**src/rtl/pipeline_if_align_pkg.sv**
```systemverilog
// Shared definitions for the instruction-fetch / RVC realignment stage.
//   RESET_PC_DEFAULT  : default first fetch address after reset
//   NOP_INSTR_DEFAULT : default instruction presented to ID when nothing is valid
//   redir_src_e       : which source (if any) redirects fetch this cycle
//   is_compressed()   : RVC length decode on a 16-bit parcel
package pipeline_if_align_pkg;

  localparam logic [31:0] RESET_PC_DEFAULT  = 32'h0000_0000;
  localparam logic [31:0] NOP_INSTR_DEFAULT = 32'h0000_0013;

  typedef enum logic [1:0] {
    REDIR_NONE,
    REDIR_EXE,
    REDIR_ID
  } redir_src_e;

  // A parcel whose two low bits are not 2'b11 starts a 16-bit instruction.
  function automatic logic is_compressed(input logic [15:0] hw);
    return hw[1:0] != 2'b11;
  endfunction

endpackage

```
**src/rtl/pipeline_if_align_rvc_fetch_align.sv**
```systemverilog
// Halfword buffer plus the RV32IC assembly table.
// Consumes fetched words from the parent's word register and produces at most
// one instruction per advancing cycle.
//   clk_i, rst_i          : clock, asynchronous active-high reset
//   advance_i             : stage advances this cycle (enable and no redirect)
//   flush_i               : redirect; empties the buffer
//   flush_offset_i        : target bit 1; first word is entered at its upper half
//   w_valid_i/data/addr   : word register contents
//   w_consume_o           : word register is consumed this cycle
//   issue_valid_o         : an instruction is available this cycle
//   issue_instr_o/pc/next : instruction, its PC and its fall-through PC
module rvc_fetch_align
  import pipeline_if_align_pkg::*;
#(
  parameter logic [31:0] NOP_INSTR = NOP_INSTR_DEFAULT
) (
  input  logic        clk_i,
  input  logic        rst_i,
  input  logic        advance_i,
  input  logic        flush_i,
  input  logic        flush_offset_i,
  input  logic        w_valid_i,
  input  logic [31:0] w_data_i,
  input  logic [31:0] w_addr_i,
  output logic        w_consume_o,
  output logic        issue_valid_o,
  output logic [31:0] issue_instr_o,
  output logic [31:0] issue_pc_o,
  output logic [31:0] issue_pc_next_o
);

  logic        h_valid_q, h_valid_d;
  logic [15:0] h_data_q,  h_data_d;
  logic [31:0] h_pc_q,    h_pc_d;
  logic        offset_q,  offset_d;
  logic        consume;
  logic [31:0] w_hi_pc;

  assign w_hi_pc = w_addr_i + 32'd2;

  always_comb begin
    h_valid_d       = h_valid_q;
    h_data_d        = h_data_q;
    h_pc_d          = h_pc_q;
    offset_d        = offset_q;
    consume         = 1'b0;
    issue_valid_o   = 1'b0;
    issue_instr_o   = NOP_INSTR;
    issue_pc_o      = h_pc_q;
    issue_pc_next_o = h_pc_q + 32'd2;

    if (!h_valid_q) begin
      if (w_valid_i) begin
        consume   = 1'b1;
        if (offset_q) begin
          // Misaligned entry: the low half precedes the target, drop it.
          h_valid_d = 1'b1;
          h_data_d  = w_data_i[31:16];
          h_pc_d    = w_hi_pc;
          offset_d  = 1'b0;
        end else if (is_compressed(w_data_i[15:0])) begin
          issue_valid_o   = 1'b1;
          issue_instr_o   = {16'h0000, w_data_i[15:0]};
          issue_pc_o      = w_addr_i;
          issue_pc_next_o = w_hi_pc;
          h_valid_d       = 1'b1;
          h_data_d        = w_data_i[31:16];
          h_pc_d          = w_hi_pc;
        end else begin
          issue_valid_o   = 1'b1;
          issue_instr_o   = w_data_i;
          issue_pc_o      = w_addr_i;
          issue_pc_next_o = w_addr_i + 32'd4;
        end
      end
    end else if (is_compressed(h_data_q)) begin
      issue_valid_o   = 1'b1;
      issue_instr_o   = {16'h0000, h_data_q};
      issue_pc_o      = h_pc_q;
      issue_pc_next_o = h_pc_q + 32'd2;
      h_valid_d       = 1'b0;
    end else if (w_valid_i) begin
      // 32-bit instruction straddling the word boundary.
      consume         = 1'b1;
      issue_valid_o   = 1'b1;
      issue_instr_o   = {w_data_i[15:0], h_data_q};
      issue_pc_o      = h_pc_q;
      issue_pc_next_o = h_pc_q + 32'd4;
      h_data_d        = w_data_i[31:16];
      h_pc_d          = w_hi_pc;
    end
  end

  assign w_consume_o = advance_i & consume;

  always_ff @(posedge clk_i or posedge rst_i) begin
    if (rst_i) begin
      h_valid_q <= 1'b0;
      h_data_q  <= '0;
      h_pc_q    <= '0;
      offset_q  <= 1'b0;
    end else if (flush_i) begin
      h_valid_q <= 1'b0;
      offset_q  <= flush_offset_i;
    end else if (advance_i) begin
      h_valid_q <= h_valid_d;
      h_data_q  <= h_data_d;
      h_pc_q    <= h_pc_d;
      offset_q  <= offset_d;
    end
  end

endmodule

```
**src/rtl/pipeline_if_align.sv**
```systemverilog
// Instruction-fetch stage feeding decode. Owns the fetch address, replays
// responses the word register cannot accept, applies EXE/ID redirects and
// registers one realigned RV32IC instruction per cycle for ID.
//   clk, reset            : clock, asynchronous active-high reset
//   enable                : stage advance (low = stall)
//   redirect_e_i/pc       : EXE mispredict redirect and target
//   taken_d_i/redirection : ID static-prediction redirect and target
//   imem_addr_o           : word-aligned fetch address (combinational)
//   imem_rdata_i          : word for the address issued the previous cycle
//   instruction_f_o, pc_f_o, pc_plus4_f_o, instr_valid_f_o : registered to ID
module pipeline_if_align
  import pipeline_if_align_pkg::*;
#(
  parameter logic [31:0] RESET_PC  = RESET_PC_DEFAULT,
  parameter logic [31:0] NOP_INSTR = NOP_INSTR_DEFAULT
) (
  input  logic        clk,
  input  logic        reset,
  input  logic        enable,
  input  logic        redirect_e_i,
  input  logic [31:0] redirect_pc_e_i,
  input  logic        taken_d_i,
  input  logic [31:0] redirection_d_i,
  output logic [31:0] imem_addr_o,
  input  logic [31:0] imem_rdata_i,
  output logic [31:0] instruction_f_o,
  output logic [31:0] pc_f_o,
  output logic [31:0] pc_plus4_f_o,
  output logic        instr_valid_f_o
);

  localparam logic [31:0] RESET_PC_NEXT = RESET_PC + 32'd4;

  redir_src_e  redir_src;
  logic [31:0] redir_target;
  logic        flush;
  logic        target_lsb_unused;

  logic [31:0] rsp_addr_q;
  logic        rsp_live_q;
  logic        w_valid_q;
  logic [31:0] w_data_q;
  logic [31:0] w_addr_q;
  logic        w_load;
  logic        w_consume;

  logic        issue_valid;
  logic [31:0] issue_instr;
  logic [31:0] issue_pc;
  logic [31:0] issue_pc_next;

  logic [31:0] instr_q;
  logic [31:0] pc_q;
  logic [31:0] pc_next_q;
  logic        valid_q;

  always_comb begin
    redir_src    = REDIR_NONE;
    redir_target = redirect_pc_e_i;
    if (redirect_e_i) begin
      redir_src    = REDIR_EXE;
      redir_target = redirect_pc_e_i;
    end else if (taken_d_i && enable) begin
      redir_src    = REDIR_ID;
      redir_target = redirection_d_i;
    end
  end

  assign flush = (redir_src != REDIR_NONE);
  // RV32IC targets are halfword aligned; bit 0 carries no information.
  assign target_lsb_unused = redir_target[0];

  // A response is accepted only into an empty or just-emptied register;
  // otherwise the same address is issued again so no word is lost.
  assign w_load = rsp_live_q && (!w_valid_q || w_consume) && !flush;

  always_comb begin
    if (flush) begin
      imem_addr_o = {redir_target[31:2], 2'b00};
    end else if (w_load) begin
      imem_addr_o = rsp_addr_q + 32'd4;
    end else begin
      imem_addr_o = rsp_addr_q;
    end
  end

  always_ff @(posedge clk or posedge reset) begin
    if (reset) begin
      rsp_addr_q <= RESET_PC;
      rsp_live_q <= 1'b0;
    end else begin
      rsp_addr_q <= imem_addr_o;
      rsp_live_q <= 1'b1;
    end
  end

  always_ff @(posedge clk or posedge reset) begin
    if (reset) begin
      w_valid_q <= 1'b0;
      w_data_q  <= '0;
      w_addr_q  <= '0;
    end else if (flush) begin
      w_valid_q <= 1'b0;
    end else if (w_load) begin
      w_valid_q <= 1'b1;
      w_data_q  <= imem_rdata_i;
      w_addr_q  <= rsp_addr_q;
    end else if (w_consume) begin
      w_valid_q <= 1'b0;
    end
  end

  rvc_fetch_align #(
    .NOP_INSTR(NOP_INSTR)
  ) u_align (
    .clk_i          (clk),
    .rst_i          (reset),
    .advance_i      (enable && !flush),
    .flush_i        (flush),
    .flush_offset_i (redir_target[1]),
    .w_valid_i      (w_valid_q),
    .w_data_i       (w_data_q),
    .w_addr_i       (w_addr_q),
    .w_consume_o    (w_consume),
    .issue_valid_o  (issue_valid),
    .issue_instr_o  (issue_instr),
    .issue_pc_o     (issue_pc),
    .issue_pc_next_o(issue_pc_next)
  );

  // PC fields keep the last issued instruction's values while invalid.
  always_ff @(posedge clk or posedge reset) begin
    if (reset) begin
      instr_q   <= NOP_INSTR;
      pc_q      <= RESET_PC;
      pc_next_q <= RESET_PC_NEXT;
      valid_q   <= 1'b0;
    end else if (flush) begin
      instr_q <= NOP_INSTR;
      valid_q <= 1'b0;
    end else if (enable) begin
      valid_q <= issue_valid;
      if (issue_valid) begin
        instr_q   <= issue_instr;
        pc_q      <= issue_pc;
        pc_next_q <= issue_pc_next;
      end else begin
        instr_q <= NOP_INSTR;
      end
    end
  end

  assign instruction_f_o = instr_q;
  assign pc_f_o          = pc_q;
  assign pc_plus4_f_o    = pc_next_q;
  assign instr_valid_f_o = valid_q;

endmodule
```
**config.mk**
```make
export PLATFORM = sky130hd
export DESIGN_NAME = pipeline_if_align
export DESIGN_NICKNAME = d
export VERILOG_FILES = /design/src/rtl/pipeline_if_align_pkg.sv /design/src/rtl/pipeline_if_align_rvc_fetch_align.sv /design/src/rtl/pipeline_if_align.sv
export SDC_FILE = /design/constraint.sdc
export NUM_CORES = 1
export LEC_CHECK = 0
export BUFFER_PORTS_ARGS = -buffer_cell sky130_fd_sc_hd__buf_2
export CORE_AREA = 4 4 192 194
export CTS_CLUSTER_SIZE = 24
export DETAILED_ROUTE_END_ITERATION = 8
export DIE_AREA = 0 0 196 198
export GPL_ROUTABILITY_DRIVEN = 1
export HOLD_SLACK_MARGIN = 0.05
export PLACE_DENSITY = 0.58
export SLEW_MARGIN = 10
export SYNTH_ARGS = -nofsm -noshare
export SYNTH_HDL_FRONTEND = slang
export SYNTH_SLANG_ARGS = --single-unit
```
**constraint.sdc**
```tcl
create_clock -name clk -period 8.5 [get_ports clk]
set_input_delay 1.7 -clock clk [delete_from_list [all_inputs] [get_ports clk]]
set_output_delay 1.7 -clock clk [all_outputs]
set_load 0.02 [all_outputs]
```
==> run metrics <==
outcome=finished clean; first-pass GRT wire length=between 60000 and 70000 um; period utilisation layout=69.4%; synthesized area per cell=9.35 um^2; dpl hpwl=~29000 um; # setup viols final=0; Comb power frac=22.7%; TNS Setup=0 ns; Die Width=slightly below 200 um; routed via count=~11000; critical path's top delay family=simple AND/OR/NAND/NOR gates; final setup margin=around 2.6 ns; Worst path max stage delay=0.55 ns; Slew Limit Fails=0; vias per inst=between 5 and 6; Pwr Density=between 200 and 300 nW/um^2; Clock Tree Buf Depth=3; synthesized instance count=approximately 1400; # H-tree levels=1; asr flop ratio synth=100%; post-synthesis cell area=~13000 um^2; Most common cell on crit path=buf_2; EDFF count, synth=0; Clock Skew=~0.031 ns; CTS sink count=about 240; Initial DRC Count=roughly 800; I/O pin count=between 200 and 250; largest net degree at the start of global routing=roughly 160; Post-CTS Setup Bufs=0; Initial Utilization=a little under two fifths; Final Hold Fails=0; VDD IR-drop max=166 uV; Crit path buffers/inverters=3; min-delay worst type=register to register; clk slew on worst S/H paths=roughly 0.060 ns; synth warn=0; CTS buffer count=28; gr ovfl total=0; synthesis-to-layout area growth=18.0%; number of hold buffers added after cts=0; DRT antenna net count=0; die extent in y=198 um; crit-path cells=buf_2, buf_4, or3b_1, o21ai_2, nand3_1, xnor2_1, mux2i_1, o21ai_0, buf_2; Slowest cell on crit path=or3b_1; CTS tree=built; clock share of power=between 30% and 40%; number of global-route vias before repair=approximately 11000; Site Rows=69; switching power total=around 1.4 mW; max-capacitance violation count=0; CP Data Arrival Time=about 4.2 ns; RSZ-0062 raised after global routing=no; Post-Layout Cell Count=between 2000 and 2500; static leakage=~6.6 nW; flops & latches, synth=~240; crit path capture type=output pin; DR pass1 iterations=5; Yosys cell types=~80; share of cells above drive strength 1=roughly 26%; Total Wirelength=just over 40000 um; drt drc=0; Sw Ratio=between 30% and 40%; worst skew pair latency=roughly 0.55 ns; worst setup path category=input port to output pin; Total GRT Usage=between 20% and 30%; n_diodes=0; critical-path maximum fanout=67; placed cell count=slightly below 2000; fmax=170 MHz; prevailing post-synth register cell=dfrtp_1; core area=approximately 35000 um^2; min cycle time layout=approximately 6 ns; syn_nets=1512; Slew HR=about 26%; worst-margin pin slew=around 1.1 ns; register area share after synthesis=46.5%; Pint=roughly 2.6 mW; Post-CTS Resized=0; clock root buffer=clkbuf_16; fillers=roughly 3500; crit path launch type=input port; Req. time, crit path=between 6 and 7 ns; Wirelength per Cell=approximately 20 um; die area=between 30000 and 40000 um^2; Flop pwr share=roughly 45%; Routability Congestion=0.922; setup slack at placement=roughly 2.6 ns; input/output buffers=roughly 230; initial antenna violation count=1; final net count=~1700
[metrics by stage]
stage                     total power, mW  util (%)  hold WS [ns]  cell area, um^2
after floorplan                      2.35         -         0.471            13200
after global placement               2.71      41.1         0.456            14500
after detailed placement             2.73      41.1         0.462            14500
after CTS                            4.08      44.0         0.478            15500
after global routing                 4.25      44.0         0.489            15500
final                                4.04      44.0         0.470            15500
[flip-flops by register name (all words and copies together), names as in the netlist, 16 cells and up]
register,count
w_addr_q,32
instruction_f_o,32
u_align.h_data_q,16
pc_plus4_f_o,31
rsp_addr_q,32
pc_f_o,32
u_align.h_pc_q,32
w_data_q,32
[metal layers]
| metal | wire (um) | global-route usage (%) | up-vias |
|---|---|---|---|
| met5 | 7 | 0 | - |
| met4 | 867 | 4.86 | 2 |
| met3 | 2610 | 3.56 | 53 |
| met2 | 18000 | 31.2 | 380 |
| met1 | 19400 | 30.2 | 5361 |
| li1 | - | - | 5289 |
[final cells by class]
class | count | area, um^2 | share of cell area [%]
Multi-Input combinational cell | 1026 | 6490 | 41.8
Timing Repair Buffer | 239 | 1240 | 7.98
Clock buffer | 38 | 830 | 5.35
Inverter | 17 | 71.3 | 0.460
Tap cell | 461 | 577 | 3.72
Sequential cell | 244 | 6110 | 39.4
Clock inverter | 13 | 198 | 1.27
[path summary, 6_finish.rpt]
check,from,to,slack (ns),cells past startpoint
min in group asynchronous,reset,rsp_addr_q[29],1.22,2
max in group asynchronous,reset,pc_f_o[1],5.92,3
worst min register to register,instruction_f_o[18],instruction_f_o[18],0.47,2
worst max-delay path,redirect_e_i,imem_addr_o[16],2.60,9
worst max register to register,u_align.h_valid_q,pc_plus4_f_o[17],5.05,5
worst min-delay path,instruction_f_o[18],instruction_f_o[18],0.47,2
[Yosys cell counts (all sizes together) (15+ instances only)]
cell type  number  share of area (%)
nor3           25                1.0
buf            52                2.0
mux2           81                6.9
a21oi          39                1.6
xnor2          58                3.9
dfrtp         240                 46
nor2          115                3.3
nand4          33                1.7
nand2         225                6.4
nand3          39                1.5
a211oi         15               0.86
xor2           52                3.5
nor2b          16               0.76
inv            17               0.49
a22oi          29                1.7
clkbuf         67                1.9
nor4           21                1.4
o21ai          98                3.8
a31oi          37                1.8
[cells in the final DEF, fill, tap and decap left out, types with 8 or more instances in the layout]
cell type  count
inv_1         16
nor3_1        23
dfrtp_1      240
buf_2        227
a22oi_1       29
o22ai_1       11
buf_4         11
o21ai_0       94
nand3_1       38
mux2i_1       11
nand2_1      224
and4_1        12
a221oi_1      10
nor4_1        13
mux2_2        81
and3_1        10
o31ai_1        8
nor2_1       112
nand4_1       31
a31oi_1       37
a211oi_1      15
a21oi_1       37
xor2_1        52
and2_1         8
clkbuf_16     29
xnor2_1       58
nor2b_1       16
[power groups by stage]
| stage | sequential [mW] | combinational, mW | clock (mW) |
|---|---|---|---|
| 4_1_cts | 1.79 | 0.927 | 1.36 |
| 6_report | 1.80 | 0.916 | 1.32 |
| 5_1_grt | 1.83 | 1.02 | 1.40 |
| 3_5_place_dp | 1.81 | 0.924 | 0 |
| 3_3_place_gp | 1.80 | 0.912 | 0 |
| 2_1_floorplan | 1.70 | 0.649 | 0 |
[worst min-delay path, cell delays in order (launching register included)]
cell and delay, ns:
dfrtp_1 0.34, nand2_1 0.04, o21ai_0 0.05
[cells by family after synthesis]
family                     synth area share [%]
DFF                                        46.5
muxes                                      7.77
buffers and inverters                      4.39
and+or+nand+nor                            19.3
AOI/OAI and AO/OA                          14.2
other                                    0.0285
adders and majority gates                 0.476
xor gates and xnor gates                   7.33
No activity file was read; power rests on OpenSTA's default activity.
